## config.mk

```make
export PLATFORM = sky130hd
export DESIGN_NAME = vga_frame_capture
export DESIGN_NICKNAME = d
export VERILOG_FILES = /design/src/rtl/vga_frame_capture.sv
export SDC_FILE = /design/constraint.sdc
export NUM_CORES = 1
export LEC_CHECK = 0
export ABC_AREA = 1
export CAP_MARGIN = 20
export CORE_MARGIN = 2
export CORE_UTILIZATION = 53
export DETAILED_ROUTE_END_ITERATION = 16
export GPL_ROUTABILITY_DRIVEN = 0
export HOLD_SLACK_MARGIN = 0.03
export PLACE_DENSITY_LB_ADDON = 0.05
export SYNTH_ARGS = -nofsm -noshare
export SYNTH_HDL_FRONTEND = slang
export SYNTH_SLANG_ARGS = --single-unit
```

## constraint.sdc

```tcl
create_clock -name piul1Clock -period 2.65 [get_ports piul1Clock]
set_input_delay 0.265 -clock piul1Clock [delete_from_list [all_inputs] [get_ports piul1Clock]]
set_output_delay 0.265 -clock piul1Clock [all_outputs]
set_load 0.05 [all_outputs]
```

## src/rtl/vga_frame_capture.sv

```systemverilog
// vga_frame_capture: recovers pixel position from a VGA stream and emits 2:1 decimated frame-buffer writes.
// Latency: 2 clocks from pins to Update/X/Y/Rgb; frame status pulses 1 clock after a VSync fall is seen.
// Backpressure: none; the stream is free-running and every output is a single-cycle strobe.
module vga_frame_capture #(
  parameter int H_ACTIVE = 640,
  parameter int V_ACTIVE = 480
) (
  input  logic        piul1Clock,
  input  logic        piul1Reset,
  input  logic        piul1Enable,
  input  logic        piul1HSync,
  input  logic        piul1VSync,
  input  logic        piul1Blank_n,
  input  logic [7:0]  piul8Red,
  input  logic [7:0]  piul8Green,
  input  logic [7:0]  piul8Blue,
  output logic [8:0]  poul9PosX,
  output logic [8:0]  poul9PosY,
  output logic [11:0] poul12Rgb,
  output logic        poul1Update,
  output logic        poul1FrameDone,
  output logic        poul1LineErr,
  output logic        poul1FrameErr,
  output logic [15:0] poul16FrameCnt
);

  localparam logic [10:0] H_LIM = 11'(H_ACTIVE);
  localparam logic [9:0]  V_LIM = 10'(V_ACTIVE);

  typedef enum logic [1:0] {IDLE, SKIP, CAPTURE} state_t;

  state_t      state;

  // Input stage (S1) and previous-sample stage (S2) used for edge detection
  logic        en_s1, hs_s1, vs_s1, bl_s1;
  logic [11:0] rgb_s1;
  logic        hs_s2, vs_s2, bl_s2;

  // Position counters and frame bookkeeping
  logic [10:0] col;
  logic [9:0]  line;
  logic        dirty;

  // The 12-bit output format keeps only the colour high nibbles
  logic [11:0] unused_lsb;
  assign unused_lsb = {piul8Red[3:0], piul8Green[3:0], piul8Blue[3:0]};

  logic        vs_fall, hs_fall, bl_fall, line_end, capturing;
  logic [10:0] col_sat_inc, col_next;
  logic [9:0]  line_sat_inc, line_next;
  logic        lerr_now, dirty_next, pix_ok;

  assign vs_fall   = vs_s2 & ~vs_s1;
  assign hs_fall   = hs_s2 & ~hs_s1;
  assign bl_fall   = bl_s2 & ~bl_s1;
  // An HSync fall while still in active video also terminates the line
  assign line_end  = bl_fall | (hs_fall & bl_s1);
  assign capturing = (state == CAPTURE);

  assign col_sat_inc  = (col == 11'h7FF) ? col : col + 11'd1;
  assign line_sat_inc = (line == 10'h3FF) ? line : line + 10'd1;
  assign col_next     = hs_fall ? 11'd0 : (bl_s1 ? col_sat_inc : col);
  // Line count as seen after this cycle's line end, so a coincident frame close sees it
  assign line_next    = (line_end && (col != 11'd0)) ? line_sat_inc : line;
  assign lerr_now     = capturing & line_end & (col != H_LIM);
  assign dirty_next   = dirty | lerr_now;
  assign pix_ok       = capturing & bl_s1 & ~col[0] & ~line[0] & (col < H_LIM) & (line < V_LIM);

  // Register the pins once, then keep one older copy of the control lines for edge detection
  always_ff @(posedge piul1Clock) begin
    if (piul1Reset) begin
      en_s1  <= 1'b0;
      hs_s1  <= 1'b1;
      vs_s1  <= 1'b1;
      bl_s1  <= 1'b0;
      rgb_s1 <= 12'd0;
      hs_s2  <= 1'b1;
      vs_s2  <= 1'b1;
      bl_s2  <= 1'b0;
    end else begin
      en_s1  <= piul1Enable;
      hs_s1  <= piul1HSync;
      vs_s1  <= piul1VSync;
      bl_s1  <= piul1Blank_n;
      rgb_s1 <= {piul8Red[7:4], piul8Green[7:4], piul8Blue[7:4]};
      hs_s2  <= hs_s1;
      vs_s2  <= vs_s1;
      bl_s2  <= bl_s1;
    end
  end

  // Capture FSM: position counters, draw-point writes and line/frame checks with registered outputs
  always_ff @(posedge piul1Clock) begin
    if (piul1Reset) begin
      state          <= IDLE;
      col            <= 11'd0;
      line           <= 10'd0;
      dirty          <= 1'b0;
      poul9PosX      <= 9'd0;
      poul9PosY      <= 9'd0;
      poul12Rgb      <= 12'd0;
      poul1Update    <= 1'b0;
      poul1FrameDone <= 1'b0;
      poul1LineErr   <= 1'b0;
      poul1FrameErr  <= 1'b0;
      poul16FrameCnt <= 16'd0;
    end else begin
      poul1Update    <= 1'b0;
      poul1FrameDone <= 1'b0;
      poul1FrameErr  <= 1'b0;
      poul1LineErr   <= lerr_now;
      if (pix_ok) begin
        poul1Update <= 1'b1;
        poul9PosX   <= col[9:1];
        poul9PosY   <= line[9:1];
        poul12Rgb   <= rgb_s1;
      end
      case (state)
        IDLE: begin
          if (vs_fall) begin
            state <= en_s1 ? CAPTURE : SKIP;
            col   <= 11'd0;
            line  <= 10'd0;
            dirty <= 1'b0;
          end
        end
        default: begin
          if (vs_fall) begin
            if (capturing) begin
              if (line_next != V_LIM) begin
                poul1FrameErr <= 1'b1;
              end else if (!dirty_next) begin
                poul1FrameDone <= 1'b1;
                poul16FrameCnt <= poul16FrameCnt + 16'd1;
              end
            end
            state <= en_s1 ? CAPTURE : SKIP;
            col   <= 11'd0;
            line  <= 10'd0;
            dirty <= 1'b0;
          end else begin
            col   <= col_next;
            line  <= line_next;
            dirty <= dirty_next;
          end
        end
      endcase
    end
  end

endmodule
```

==> flow_summary_export.csv <==
group,metric,value,unit
status,status,"finished, final reports clean",
yosys,post_synth.cell_area_avg,6.95,um^2
die,die_area,9080,um^2
detailed_routing,drt-wirelength-per-cell,12.5,um
power_and_ir_drop,cellLeakagePower,0.00219,uW
yosys,synth_sequential_area_ratio,42.1,%
global_route,groute.usage.overall,23.6,%
power_and_ir_drop,power_per_cell_area,481,nW/um^2
critical_path,start_point_of_the_critical_path,"col[1]",
die,floorplan.die.height,95.3,um
finish,drive_gt1_share,8.83,%
finish,finalNetCount,731,
critical_path,cpPeakStageDelay,340,ps
clock_tree,hold_buffers,0,
detailed_routing,drtAntennaViolNets,0,
detailed_routing,drcViolationCount,0,
critical_path,end_kind,"flop",
critical_path,reg2reg_depth,15,
clock_tree,cts_inserted_buffers,9,
place,post-dp-hpwl,6900,um
clock_tree,cts.sinks,93,
yosys,ys_async_sr_fraction,0,%
die,row_count,33,
finish,highest_count_cells_in_the_layout_ignoring_fill_and_taps,"nand2_1, nor2_1, dfxtp_1, inv_1, clkdlybuf4s50_1",
global_route,grt_overflow_total,0,
critical_path,worst_setup_path_start_kind,"flop",
critical_path,path_cells,"inv_1 -> ha_1 -> inv_1 -> nor2_1 -> nand2_2 -> inv_1 -> nand2_1 -> nand3_1 -> nand2_1 -> nor2_1 -> nand2_1 -> nor2_4 -> nand3_2 -> xor2_1 -> nor2_1",
timing,max_freq,415,MHz
finish,stdcell_area,5380,um^2
critical_path,worstSetupPathDepth,15,
clock_tree,ctsHtreeMaxLevel,3,
hold_path,min_path_cells,2,
timing,whs,311,ps
critical_path,gate_family_responsible_for_the_most_delay_along_the_worst_path,"simple AND/OR/NAND/NOR gates",
timing,final.period_utilization,91.0,%
clock_tree,clock_insertion_delay_worst_skew,380,ps
die,initial_utilization,54.3,%
timing,setup_repair_after_global_routing_missed_its_margin,"no",
timing,period_needed,2410,ps
timing,maxSlewHeadroom,53.4,%
clock_tree,clock_tree.buffer_depth,2,
finish,num_antenna_cells,0,
timing,final-max-slew-violation-count,0,
yosys,netlist_area,4420,um^2
clock_tree,tritoncts,"built",
hold_path,hold_path.class,"input pin to flop",
die,die_w,95.3,um
timing,final-hold-violation-count,0,
critical_path,crit_type,"flop to flop",
yosys,net_count_after_synthesis,670,
detailed_routing,avgViaCountPerCell,5.15,
yosys,synth-seq-cells,93,
global_route,grt_first_pass_wirelength,17000,um
clock_tree,clk_pin_slew_worst_paths,100,ps
critical_path,crit_fanout,6,
yosys,count_of_flip_flops_with_a_built_in_enable_after_synthesis,0,
yosys,ys.flop_type,"dfxtp_1",
critical_path,critical_path_arrival,2680,ps
hold_path,timing.hold.worst.start,"piul1Reset",
critical_path,crit_path_top_delay_cell,"dfxtp_1",
critical_path,ff2ff_setup_slack,240,ps
critical_path,worst-path-buf-inv,3,
finish,multi_input_area,2110,um^2
yosys,yosysWarningCount,0,
yosys,post_syn_instances,636,
finish,core_utilization_of_the_finished_layout,66.1,%
global_route,grt_start_max_net_pins,43,
finish,layout.area.seq,1860,um^2
die,core_area,8130,um^2
yosys,synth_cell_types,34,
timing,final-setup-viol-count,0,
timing,tns,0,ps
clock_tree,clk_root_buffer_cell,"clkbuf_8",
detailed_routing,route.vias.total,4159,
detailed_routing,routed_wirelength,10100,um
critical_path,worst_ep_required_time,2920,ps
power_and_ir_drop,ir_worst_vdd,0.307,mV
global_route,grt_antenna_before_repair,0,
finish,final_common_cell,"nand2_1",
timing,clock_skew,13.1,ps
critical_path,regToRegStartpoint,"col[1]",
finish,nFillCells,692,
place,postPlaceCellArea,5160,um^2
timing,transition_time_of_the_tightest_slew_check_pin,699,ps
detailed_routing,number_of_drc_markers_in_iteration_0,153,
global_route,first_global_vias,3760,
run,maxCapViolations,0,
detailed_routing,firstDrtPassIters,5,
place,io_buffer_count,67,
finish,syn2layout_area_growth,21.6,%
die,ports_placed_on_the_boundary,80,
==> layer usage <==
metal  routed length (um)  vias to the layer above  part of all wire (%)  global-route usage (%)
met4                  138                        0                   1.4                    8.45
met2                 4670                      121                    46                    38.0
met5                    0                        -                     0                       0
li1                     -                     2154                     -                       -
met1                 4660                     1872                    46                    30.3
met3                  618                       12                   6.1                    6.48
==> stage by stage <==
step | cells | power, uW | worst slack [ps]
global placement | 790 | 1660 | 313
floorplan | 636 | 1600 | 535
detailed placement | 790 | 1670 | 225
CTS | 806 | 2610 | 193
finish | 807 | 2590 | 238
global route | 807 | 2710 | 0.939
==> state kept, by name (all words and copies together) (netlist names), 2 cells and up <==
| register | flops |
|---|---|
| poul16FrameCnt | 16 |
| poul12Rgb | 12 |
| rgb_s1 | 12 |
| col | 11 |
| line | 10 |
| poul9PosX | 9 |
| poul9PosY | 9 |
| state | 2 |
==> worst paths after layout <==
kind / end
worst max-delay path: poul16FrameCnt[0]
worst min-delay path: poul9PosX[0]
worst max register to register: poul16FrameCnt[0]
worst min register to register: hs_s2
==> synthesized netlist by cell type, types with 2 or more instances <==
cell type | number | area [um^2]
nor2_2 | 6 | 37.5
o21ai_1 | 3 | 15.0
nor4_1 | 2 | 12.5
or2_2 | 2 | 12.5
buf_1 | 2 | 7.51
buf_4 | 2 | 15.0
buf_2 | 6 | 30.0
a211oi_1 | 15 | 113
inv_2 | 5 | 18.8
nor2_4 | 5 | 56.3
inv_1 | 86 | 323
nor3_1 | 15 | 75.1
nand2_2 | 8 | 50.1
dfxtp_1 | 93 | 1860
o21ai_0 | 24 | 120
clkbuf_1 | 14 | 52.6
nand2_1 | 125 | 469
nand3_1 | 35 | 175
o21ai_4 | 2 | 32.5
ha_1 | 4 | 50.1
nor2_1 | 115 | 432
xor2_1 | 3 | 26.3
nand4_1 | 31 | 194
nand3_2 | 2 | 20.0
a21oi_1 | 22 | 110
==> power breakdown <==
part	internal [uW]	switching, uW
registers	1420	11.7
logic	69.6	134
clock network	372	579
total	1860	724
==> cell type report <==
type / count / share of cell area [%]
clock inverter: 7 / 1.37
inverter: 92 / 6.42
sequential: 93 / 34.6
tap: 105 / 2.44
clock buffer: 9 / 2.30
multi-input combinational: 427 / 39.2
timing repair buffer: 74 / 13.6
==> repair_timing <==
item                       in CTS  in global routing
resized for setup               0                  3
setup endpoints to repair       0                 15
setup buffers                   0                  0
==> cells by family after synthesis <==
logic type,count (synthesis),share of synthesized area (%)
AND/OR/NAND/NOR,352,36.7
buffers and inverters,117,10.4
flip-flops,93,42.1
AO/OA/AOI/OAI,66,8.83
XOR/XNOR,4,0.793
adder cells (fa/ha/maj),4,1.13
(Power assumes the default switching activity.)
==> edit (config.mk and constraints unchanged) <==
Make the reset (`piul1Reset`) asynchronous in 2 clocked blocks.
--- a/src/rtl/vga_frame_capture.sv
+++ b/src/rtl/vga_frame_capture.sv
@@ -68,5 +68,5 @@
 
   // Register the pins once, then keep one older copy of the control lines for edge detection
-  always_ff @(posedge piul1Clock) begin
+  always_ff @(posedge piul1Clock or posedge piul1Reset) begin
     if (piul1Reset) begin
       en_s1  <= 1'b0;
@@ -91,5 +91,5 @@
 
   // Capture FSM: position counters, draw-point writes and line/frame checks with registered outputs
-  always_ff @(posedge piul1Clock) begin
+  always_ff @(posedge piul1Clock or posedge piul1Reset) begin
     if (piul1Reset) begin
       state          <= IDLE;
Behaviour: differs if piul1Reset is asserted again (counterexample within 4 cycles, from zero or initial values and one cycle with piul1Reset high); with piul1Reset held inactive, the same outputs for 10 cycles.
==> edit against the unedited design <==
Global-route usage shrank 1.2 points. Sequential share of layout area up 9.1 points. Final area is 0.77% lower. Critical endpoint is now poul16FrameCnt[11]. Worst setup slack gained 0.044 ns. Area after synthesis down 2.5%. Largest cell class is now sequential cells. First-iteration DRC count rose by 14%. Wire length down 13%. Utilization rose by 2.2 points. Sequential cell count stayed put.
Power is not compared: it rests on default switching activity, and its combinational part moved more than twofold at a synthesized area within 25%.
==> edit: results (changes against the unedited design) <==
### Critical path
• 0.28 ns — minimum setup slack among reg-to-reg paths, +0.04 ns
• poul16FrameCnt[11] — worst reg2reg path endpoint
• 9 — maximum fanout along the worst path, +3
• 2.63 ns — arrival time of data at the critical path endpoint, -0.05 ns
• 14 — path depth of the worst reg2reg path, -1
• col[0] — R2R Path Start

### Logic synthesis
• nand2_1, dfrtp_1, inv_1 — top cells by count, synth
• 0.517 — share of the synthesized area in the top cell type, +0.0959
• 1.00 — share of flip-flops with an asynchronous set or reset after synthesis, +1.00
• dfrtp_1, nand2_1, inv_1 — cells taking the most area after synthesis
• 32 — library cells used by synthesis, -5.9%
• 0 — Synth warnings, unchanged
• 544 — synthesized net count, -19%
• dfrtp_1 — most used flip-flop cell after synthesis
• 0.542 — sequential share of the synthesized area, +0.120

### STA
• 0.0124 ns — worst clock skew, -0.000719 ns
• 0.289 ns — hold_ws, -0.0219 ns
• 0.610 — Max transition margin, +0.0768
• 0 — Final Max Slew Viols, unchanged

### Global routing
• 94 — pin count of the biggest net entering global routing, +120%
• 0.224 — Tot GR Track Use, -0.0123
• 0 — number of antenna violations at the first check in global routing, unchanged
• 15,600 um — wire length of the first global-routing pass, -8.1%

### Route
• 8820 um — wirelength, routed, -13%
• 175 — starting DRC count in detailed routing, +14%
• 3,553 — number of vias in the routed layout, -15%
• 4 — Detailed Routing Iterations Pass 1, -1

### Clock tree
• 0 — setup repair bufs after CTS, unchanged
• 9 — total clock buffers created by CTS, unchanged
• 0.10 ns — Clock Pin Slew Worst Setup and Hold Paths, about the same
• 0 — count of hold buffers inserted by post-cts repair, unchanged
• clkbuf_8 — Root Driver
• 2 — buffers from clock root to sink, at most, unchanged
• 0 — number of instances resized during post-cts repair, unchanged
• 0.37 ns — clock latency of the later-clocked register in the worst-skew pair
• 3 — deepest level of the CTS H-tree, unchanged

### Final layout
• 0.105 — layout cell share with drive strength beyond 1, +0.0168
• 0 — final antenna diode count, unchanged
• 619 — Final nets, -15%
• poul16FrameCnt (16), poul12Rgb (12), rgb_s1 (12) — registers with the most flip-flops

### Placed design
• 6220 um — HPWL after detailed placement, -9.9%
• 0.00511 mm2 — placed inst area, -1.1%
• 67 — number of input and output port buffers inserted, unchanged

### Pwr
• 0.000578 V — worst supply voltage drop on vdd
• 2.48 nW — leakage power total
• 0.00247 W — internal power

### Hold path
• piul1HSync — start point of the worst min-delay path
• 1 — number of cells on the worst hold path, -1
• in2reg — Hold/Removal Path Class
• hs_s1 — endpoint with the worst hold slack

### Run status
• complete, no violations — run status

==> edit: kinds of logic after synthesis <==
group                      after synthesis  synth area share
and+or+nand+nor                        277             0.288
DFF                                     93             0.542
buffers and inverters                   72            0.0680
AOI/OAI and AO/OA                       59            0.0787
xor gates and xnor gates                 5            0.0119
adders and majority gates                4            0.0116
==> edit: layer usage <==
layer,track usage,up-vias,wire [um]
met4,0.0845,0,129
met3,0.0490,11,430
met1,0.278,1678,3940
li1,-,1767,-
met2,0.381,97,4310
met5,0,-,0
==> edit: worst max path at each step <==
stage                            from                 end  slack [ns]  depth (start not counted)
global route                   col[0]  poul16FrameCnt[14]        0.01                         13
floorplan           poul16FrameCnt[0]  poul16FrameCnt[14]        0.27                         10
finish                         col[0]  poul16FrameCnt[11]        0.28                         14
detailed placement            line[0]  poul16FrameCnt[11]        0.26                         14
global placement              line[0]  poul16FrameCnt[12]        0.33                         12
CTS                           line[0]  poul16FrameCnt[11]        0.25                         14
==> edit: area by class of cell <==
class	instances	area, um2
fill	691	2470
sequential	93	2330
multi-input combinational	346	1710
timing repair buffer	73	728
inverter	62	236
tap	102	128
clock buffer	9	124
clock inverter	7	80.1
==> edit: power by group through the flow <==
stage	combinational (W)	clock, W	sequential [W]
CTS	0.00147	0.000957	0.00177
global placement	0.00143	0	0.00179
finish	0.00147	0.000924	0.00177
floorplan	0.000571	0	0.00223
detailed placement	0.00147	0	0.00180
global route	0.00159	0.00101	0.00180
==> edit: through the flow <==
| step | power (W) | utilization | cells | setup WS, ns |
|---|---|---|---|---|
| after CTS | 0.00420 | 0.680 | 691 | 0.247 |
| final | 0.00416 | 0.683 | 692 | 0.282 |
| after global placement | 0.00322 | 0.654 | 675 | 0.334 |
| after floorplan | 0.00280 | - | 510 | 0.271 |
| after global routing | 0.00440 | 0.683 | 692 | 0.0116 |
| after detailed placement | 0.00326 | 0.654 | 675 | 0.262 |
==> edit: critical path, stage by stage, from the launching register on <==
cell and delay [ns]:
dfrtp_1 0.39, inv_1 0.11, ha_1 0.21, nand3_1 0.10, nor2_1 0.06, nor2_2 0.33, nor2_1 0.13, nor2_4 0.18
nand2_1 0.07, nor2_1 0.11, nand3_2 0.18, nor2_4 0.23, nand2_1 0.07, nand2_1 0.06, nand2_1 0.05
